--- config.mk ---
export PLATFORM = sky130hd
export DESIGN_NAME = imm_gen_pipe
export DESIGN_NICKNAME = d
export VERILOG_FILES = /design/src/rtl/imm_gen_pipe.sv
export SDC_FILE = /design/constraint.sdc
export NUM_CORES = 1
export LEC_CHECK = 0
export BUFFER_PORTS_ARGS = -buffer_cell sky130_fd_sc_hd__buf_2
export CORE_ASPECT_RATIO = 1.75
export CORE_MARGIN = 2
export CORE_UTILIZATION = 49
export DETAILED_ROUTE_END_ITERATION = 10
export PLACE_DENSITY = 0.76
export RECOVER_POWER = 25
export SLEW_MARGIN = 5
export SYNTH_ARGS = -nofsm -noshare
export SYNTH_HDL_FRONTEND = slang
export SYNTH_SLANG_ARGS = --single-unit
--- constraint.sdc ---
create_clock -name clk -period 2.29 [get_ports clk]
set_input_delay 0.3435 -clock clk [delete_from_list [all_inputs] [get_ports clk]]
set_output_delay 0.3435 -clock clk [all_outputs]
set_load 0.02 [all_outputs]
--- src/rtl/imm_gen_pipe.sv ---
// imm_gen_pipe: registered RISC-V immediate generator behind a 2-entry skid buffer; IMM_GEN_CSR_EN enables the Z (CSR zimm) select.
module imm_gen_pipe #(
  parameter int INST_WIDTH    = 32,
  parameter int IMM_SEL_WIDTH = 3,
  parameter int XLEN          = 32
) (
  input  logic                     clk,
  input  logic                     rst_n,
  input  logic                     flush,
  input  logic                     in_valid,
  output logic                     in_ready,
  input  logic [INST_WIDTH-1:0]    inst,
  input  logic [IMM_SEL_WIDTH-1:0] imm_sel,
  output logic                     out_valid,
  input  logic                     out_ready,
  output logic [XLEN-1:0]          imm_out,
  output logic                     imm_err
);
`ifdef IMM_GEN_CSR_EN
  localparam int MAX_SEL = 5;
`else
  localparam int MAX_SEL = 4;
`endif
  typedef enum logic [1:0] {EMPTY, ONE, FULL} state_t;
  state_t state, nxt;
  logic [XLEN-1:0] gen_imm, skid_imm;
  logic [31:0] sel;
  logic gen_err, skid_err, acc, pop, unused;
  assign unused = ^inst[6:0];
  assign sel = 32'(imm_sel);
  assign gen_err = sel > MAX_SEL;
  assign acc = in_valid & in_ready;
  assign pop = out_valid & out_ready;
  always_comb begin
    gen_imm = sel == 0 ? XLEN'($signed(inst[31:20])) :
              sel == 1 ? XLEN'($signed({inst[31:25], inst[11:7]})) :
              sel == 2 ? XLEN'($signed({inst[31], inst[7], inst[30:25], inst[11:8], 1'b0})) :
              sel == 3 ? XLEN'($signed({inst[31], inst[19:12], inst[20], inst[30:21], 1'b0})) :
              sel == 4 ? XLEN'($signed({inst[31:12], 12'b0})) :
              sel == 5 && !gen_err ? XLEN'(inst[19:15]) : '0;
    nxt = flush ? EMPTY :
          state == EMPTY ? (acc ? ONE : EMPTY) :
          state == ONE ? (pop && !acc ? EMPTY : acc && !pop ? FULL : ONE) :
          (pop ? ONE : FULL);
  end
  always_ff @(posedge clk or negedge rst_n) begin
    if (!rst_n) begin
      state     <= EMPTY;
      out_valid <= 1'b0;
      in_ready  <= 1'b1;
      imm_out   <= '0;
      imm_err   <= 1'b0;
      skid_imm  <= '0;
      skid_err  <= 1'b0;
    end else begin
      state     <= nxt;
      out_valid <= nxt != EMPTY;
      in_ready  <= nxt != FULL;
      if (!flush && acc && (state == EMPTY || pop)) begin
        imm_out <= gen_imm;
        imm_err <= gen_err;
      end else if (!flush && pop && state == FULL) begin
        imm_out <= skid_imm;
        imm_err <= skid_err;
      end
      if (!flush && acc && !pop && state == ONE) begin
        skid_imm <= gen_imm;
        skid_err <= gen_err;
      end
    end
  end
endmodule

==> reports/metrics.yaml, run 1 <==
finish:
  drive_above_1_share_pct: 24.3
  final_util_pct: 61.3
  fin_nets: 447
  diodes: 0
  area_growth_pct: 21.6
hold_path:
  hold_path_class: "in2reg"
clocking:
  cts_resized: 0
  clock_path_buffers: 2
  cts_sinks: 70
  numCtsBuffers: 9
  htreeDepth: 3
  cts-root-buf: "clkbuf_16"
  tritoncts: "yes"
  postCtsSetupBuffers: 0
  insertion_delay_ps: 330
  clk_pin_slew_worst_paths_ps: 60
  hold_buffers: 0
critical_path:
  worstPathRequired_ps: 2470
  cp_cell_sequence: "nand2_1 -> or4_4 -> nand2_1 -> o21ai_0"
  arrival_ps: 2110
  crit_slowest_cell: "or4_4"
  max_stage_delay_ps: 810
  crit_buf_inv: 0
  critPathLaunchType: "flip-flop"
  path_max_fanout: 57
  path_class: "reg2reg"
  cp_common_cell: "nand2_1"
  cp_top_family: "simple AND/OR/NAND/NOR gates"
  cp-end-kind: "flip-flop"
power_and_ir_drop:
  power.total_w: 0.00468
  vdd_drop_max_uv: 695
  power_density_nw_per_um2: 1170
  power.leakage_nw: 1.89
drt:
  postRouteAntennaNets: 0
  wirelength_um: 7800
  dr.pass1.iters: 4
  drt_iter0_drc: 136
  vias: 2805
  wl_per_cell_um: 15.8
  drc: 0
  drt-vias-per-instance: 5.69
logic_synthesis:
  yosys_most_used_dff: "dfrtp_1"
  synth_seq_cells: 70
  synthArstFlopShare_pct: 100
  yosysSeqAreaShare_pct: 53.2
  synth_area_per_cell_um2: 9.38
  synth_edf_count: 0
  syn_area_um2: 3290
  ys_warn_count: 0
  syn_nets: 392
  ys_types: 38
  syn_inst: 351
sta:
  worst_pin_slew_ps: 1570
  rsz0062_at_grt: "no"
  finalSetupTns_ps: 0
  relSlewSlack_pct: -4.61
  finalSetupViolCount: 0
  fin_skew_ps: 6.28
  setup_ws_ps: 351
  slew_violations: 28
  hold_ws_ps: 305
  fmax_mhz: 516
  timing.final.crit_share_pct: 84.7
  hold_viol_final: 0
  fin_crit_ps: 1940
placed_design:
  io_buffers: 67
  place_ws_ps: 390
  dp_hpwl_um: 5130
  place.gp.congestion: 0.808
grt:
  grt_start_max_net_pins: 61
  antenna_found_initial: 0
  grt_pass1_vias: 2724
  grtUsageTotal_pct: 22.9
  gr-total-overflow: 0
  grt_pass1_wl_um: 13200
floorplan:
  die_area_um2: 7420
  die_w_um: 66.0
  fp-row-count: 39
  core_area_um2: 6540
  die_height_um: 112
  initial_core_util_pct: 50.4
  ios: 75
job:
  cap_violations: 1
run_status:
  failed_checks: "max-capacitance violations, max-slew violations"
  status: "finished with violations"
## placed cells by master, fill, tap and decap left out, types with 2 or more instances in the layout
master	synthesis	layout
o22a_1	8	8
clkinv_2	0	3
mux2_2	4	4
mux2i_1	4	4
nor2b_1	3	3
buf_12	0	2
buf_4	1	5
nor2_1	4	4
o21ai_1	15	15
nand2b_1	8	8
and2_1	2	2
buf_2	7	66
a2bb2oi_1	4	4
o21ai_0	14	14
clkbuf_16	0	9
a22oi_1	27	27
a21oi_1	66	66
bufinv_16	0	3
dfrtp_1	69	69
nand2_1	74	74
## layout make-up
| cell class | count | area (um^2) |
|---|---|---|
| fillers | 584 | 2530 |
| flip-flops and latches | 70 | 1750 |
| multi-input cells | 249 | 1390 |
| repair buffers | 74 | 412 |
| clock buffers | 9 | 225 |
| clock inverters | 7 | 113 |
| well taps | 82 | 103 |
| inverters | 2 | 7.51 |
## kinds of logic after synthesis
family / Yosys count / synth area share [%]
buf+inv: 32 / 4.71
xor+xnor: 2 / 0.532
mux: 8 / 2.58
simple gates: 100 / 13.5
fa+ha+maj: 1 / 0.380
compound gates: 138 / 25.1
flops: 70 / 53.2
## worst paths after layout
path                                          start                       end  slack, ps  cells after the start
max reg2reg                      in_ready$_DFF_PN1_  skid_imm[30]$_DFFE_PN0P_        350                      4
min                                        inst[27]   skid_imm[7]$_DFFE_PN0P_        300                      3
max                              in_ready$_DFF_PN1_  skid_imm[30]$_DFFE_PN0P_        350                      4
max in group asynchronous                     rst_n  skid_imm[28]$_DFFE_PN0P_        970                      2
min in group asynchronous                     rst_n   imm_out[16]$_DFFE_PN0P_        400                      1
min reg2reg                skid_imm[11]$_DFFE_PN0P_  skid_imm[11]$_DFFE_PN0P_        480                      2
## stage by stage
stage	cells	area, um^2
6_report	493	4010
5_1_grt	493	4010
3_3_place_gp	477	3670
2_1_floorplan	351	3290
4_1_cts	493	4010
3_5_place_dp	477	3670
## metal layers
metal	wire [um]	vias to the layer above	track usage (%)
met5	0	-	0
met1	3230	1356	29.7
met3	423	14	4.71
met2	3930	90	36.2
met4	218	0	11.6
li1	-	1345	-
## registers in the layout (all words and copies together), names as in the netlist
name       flops
imm_out       32
state          2
in_ready       1
out_valid      1
imm_err        1
skid_err       1
skid_imm      32
## worst min-delay path, stage by stage
cell and delay [ps]:
buf_2 110, nand2b_1 80, o21ai_1 60
## cells in the mapped netlist, types with 2 or more instances
library cell  number  area [um^2]
o21ai_1           15         75.1
buf_6              3         33.8
o21ai_0           14         70.1
a2bb2oi_1          4         35.0
mux2i_1            4         40.0
dfrtp_1           69         1730
a22oi_1           27          203
and2_1             2         12.5
nor2b_1            3         18.8
buf_2              7         35.0
o22a_1             8         70.1
nand2b_1           8         50.1
nor2_1             4         15.0
nand2_1           74          278
mux2_2             4         45.0
a21oi_1           66          330
clkbuf_1          18         67.6
## power breakdown
part	switching, W	internal, W
Sequential	0.000229	0.00168
Clock	0.000501	0.00106
Combinational	0.000749	0.000472
Note: power is estimated with default switching activity, not from simulation.
==> inputs of run 2 (changes only) <==
Clock period 2.29 ns to 1.8 ns, I/O delays scaled along.
==> run 2 against run 1 <==
Net effect:
- the run now ends clean
- die area unchanged
- routed wire length grew 6.9%
- largest cell class unchanged
- highest routed layer unchanged
- clock skew about the same
- critical path type unchanged
- sequential cell count stayed put
- count of clock-buffer cells in the layout rose by 2
- global-route usage grew 0.43 points
- register-to-register slack worse by 240 ps
==> reports/metrics.yaml, run 2 (synthesis results as in run 1) <==
run_status:
  status: "completed"
finish:
  final-seq-area_um2: 1750  # unchanged
  drive_above_1_share_pct: 25.8  # +1.4 points
  final_cell_mix: "nand2_1, dfrtp_1, buf_2"
  fin_nets: 456  # +2.0%
  area_growth_pct: 23.6
  final_area_um2: 4070  # +1.6%
  fillers: 555  # -5.0%
  multi_input_area_um2: 1400  # +0.18%
  final_cells: 501  # +1.6%
  reg_top3: "imm_out x32, skid_imm x32, state x2"
  final_common_cell: "nand2_1"
  diodes: 0  # unchanged
power_and_ir_drop:
  power_density_nw_per_um2: 1410  # +21%
  clkPwrFrac_pct: 29.7  # -3.5 points
  p_comb_share_pct: 28.0  # +1.9 points
  power.share.switching_pct: 32.9  # +1.3 points
  power_frac_seq_pct: 42.3  # +1.6 points
  vdd_drop_max_uv: 896  # +29%
  p_int_w: 0.00386  # +20%
  power.leakage_nw: 1.93  # +2.0%
  switching_power_w: 0.00189  # +28%
sta:
  slew_violations: 0  # -100%
  worst_pin_slew_ps: 944  # -625 ps
  finalSetupTns_ps: 0  # unchanged
  hold_ws_ps: 236  # -68.4 ps
  setup_ws_ps: 109  # -243 ps
  finalSetupViolCount: 0  # unchanged
  rsz0062_at_grt: "no"
  timing.final.crit_share_pct: 94.0  # +9.3 points
  relSlewSlack_pct: 37.1  # +42 points
  fin_crit_ps: 1690  # -247 ps
  fmax_mhz: 591  # +15%
  hold_viol_final: 0  # unchanged
  fin_skew_ps: 6.61  # +0.327 ps
drt:
  wl_per_cell_um: 16.6  # +5.2%
  dr.pass1.iters: 5  # +1
  vias: 2904  # +3.5%
  wirelength_um: 8340  # +6.9%
  drt_iter0_drc: 209  # +54%
  postRouteAntennaNets: 0  # unchanged
  drc: 0  # unchanged
  drt-vias-per-instance: 5.80  # +1.9%
critical_path:
  path_class: "reg2reg"
  worstPathRequired_ps: 1990  # -480 ps
  path_max_fanout: 57  # unchanged
  cp_cell_sequence: "nand2_2 -> or4_4 -> buf_12 -> nand2_1 -> o21ai_0"
  cp-end-kind: "flip-flop"
  crit_slowest_cell: "dfstp_2"
  max_stage_delay_ps: 540  # -270 ps
  critPathLaunchType: "flip-flop"
  arrival_ps: 1880  # -230 ps
grt:
  antenna_found_initial: 0  # unchanged
  grt_start_max_net_pins: 71  # +16%
  gr-total-overflow: 0  # unchanged
  grt_pass1_vias: 2802  # +2.9%
  grt_pass1_wl_um: 13300  # +1.0%
  grtUsageTotal_pct: 23.4  # +0.43 points
clocking:
  clk_pin_slew_worst_paths_ps: 50  # about the same
  cts_sinks: 70  # unchanged
  clock_path_buffers: 2  # unchanged
  numCtsBuffers: 9  # unchanged
  cts-root-buf: "clkbuf_16"
  tritoncts: "yes"
  insertion_delay_ps: 330  # about the same
  htreeDepth: 3  # unchanged
placed_design:
  place_ws_ps: 47.7  # -343 ps
  place.gp.congestion: 0.814  # +0.66%
  dp_hpwl_um: 5240  # +2.0%
  io_buffers: 67  # unchanged
  place_inst: 481  # +0.84%
  place_area_um2: 3740  # +1.8%
floorplan:
  core_area_um2: 6540  # unchanged
  initial_core_util_pct: 50.4  # unchanged
  die_area_um2: 7420  # unchanged
  ios: 75  # unchanged
  die_height_um: 112  # unchanged
  die_w_um: 66.0  # unchanged
  fp-row-count: 39  # unchanged
job:
  cap_violations: 0  # -1
hold_path:
  hold_path_class: "in2reg"
## run 2: worst paths after layout
check,startpoint,endpoint,slack [ps],depth (start not counted)
max,in_ready$_DFF_PN1_,skid_imm[30]$_DFFE_PN0P_,110,5
min,inst[27],skid_imm[7]$_DFFE_PN0P_,240,3
max reg2reg,in_ready$_DFF_PN1_,skid_imm[30]$_DFFE_PN0P_,110,5
min reg2reg,skid_imm[24]$_DFFE_PN0P_,skid_imm[24]$_DFFE_PN0P_,480,2
max in group asynchronous,rst_n,skid_imm[12]$_DFFE_PN0P_,460,3
min in group asynchronous,rst_n,imm_out[16]$_DFFE_PN0P_,730,3
## run 2: metrics by stage
| step | power (W) | utilization [%] |
|---|---|---|
| final | 0.00575 | 62.2 |
| after global routing | 0.00609 | 62.2 |
| after CTS | 0.00576 | 61.7 |
| after detailed placement | 0.00404 | 57.1 |
| after global placement | 0.00396 | 57.1 |
| after floorplan | 0.00346 | - |
## run 2: cell type report
class	instances	area share [%]
Multi-Input combinational cell	249	34.3
Inverter	2	0.185
Clock inverter	4	1.17
Timing Repair Buffer	83	12.8
Clock buffer	11	5.97
Tap cell	82	2.52
Sequential cell	70	43.1
## run 2: power groups by stage
stage	clock [W]	sequential [W]	combinational, W
3_3_place_gp	0	0.00242	0.00154
3_5_place_dp	0	0.00245	0.00158
4_1_cts	0.00174	0.00243	0.00160
6_report	0.00171	0.00243	0.00161
5_1_grt	0.00180	0.00250	0.00179
2_1_floorplan	0	0.00274	0.000723
## run 2: routing by layer
metal  up-vias  GRT usage (%)  wire length, um
met4         0           13.6              258
met2       107           35.9             4270
met1      1412           29.7             3270
li1       1367              -                -
met3        18           5.61              539
met5         -              0                0
## run 2: what timing repair did
item,in CTS,in global routing
gates resized for setup,0,2
buffers inserted,0,2
hold endpoints to repair,69,0
hold buffers,1,0
endpoints found under the setup margin,0,19
## run 2: worst max-delay path: cells and delay by family, from the launching register on
kind,cells,cell delay (ps)
AND/OR/NAND/NOR,3,710
flip-flops,1,540
buffers and inverters,1,200
AO/OA/AOI/OAI,1,90
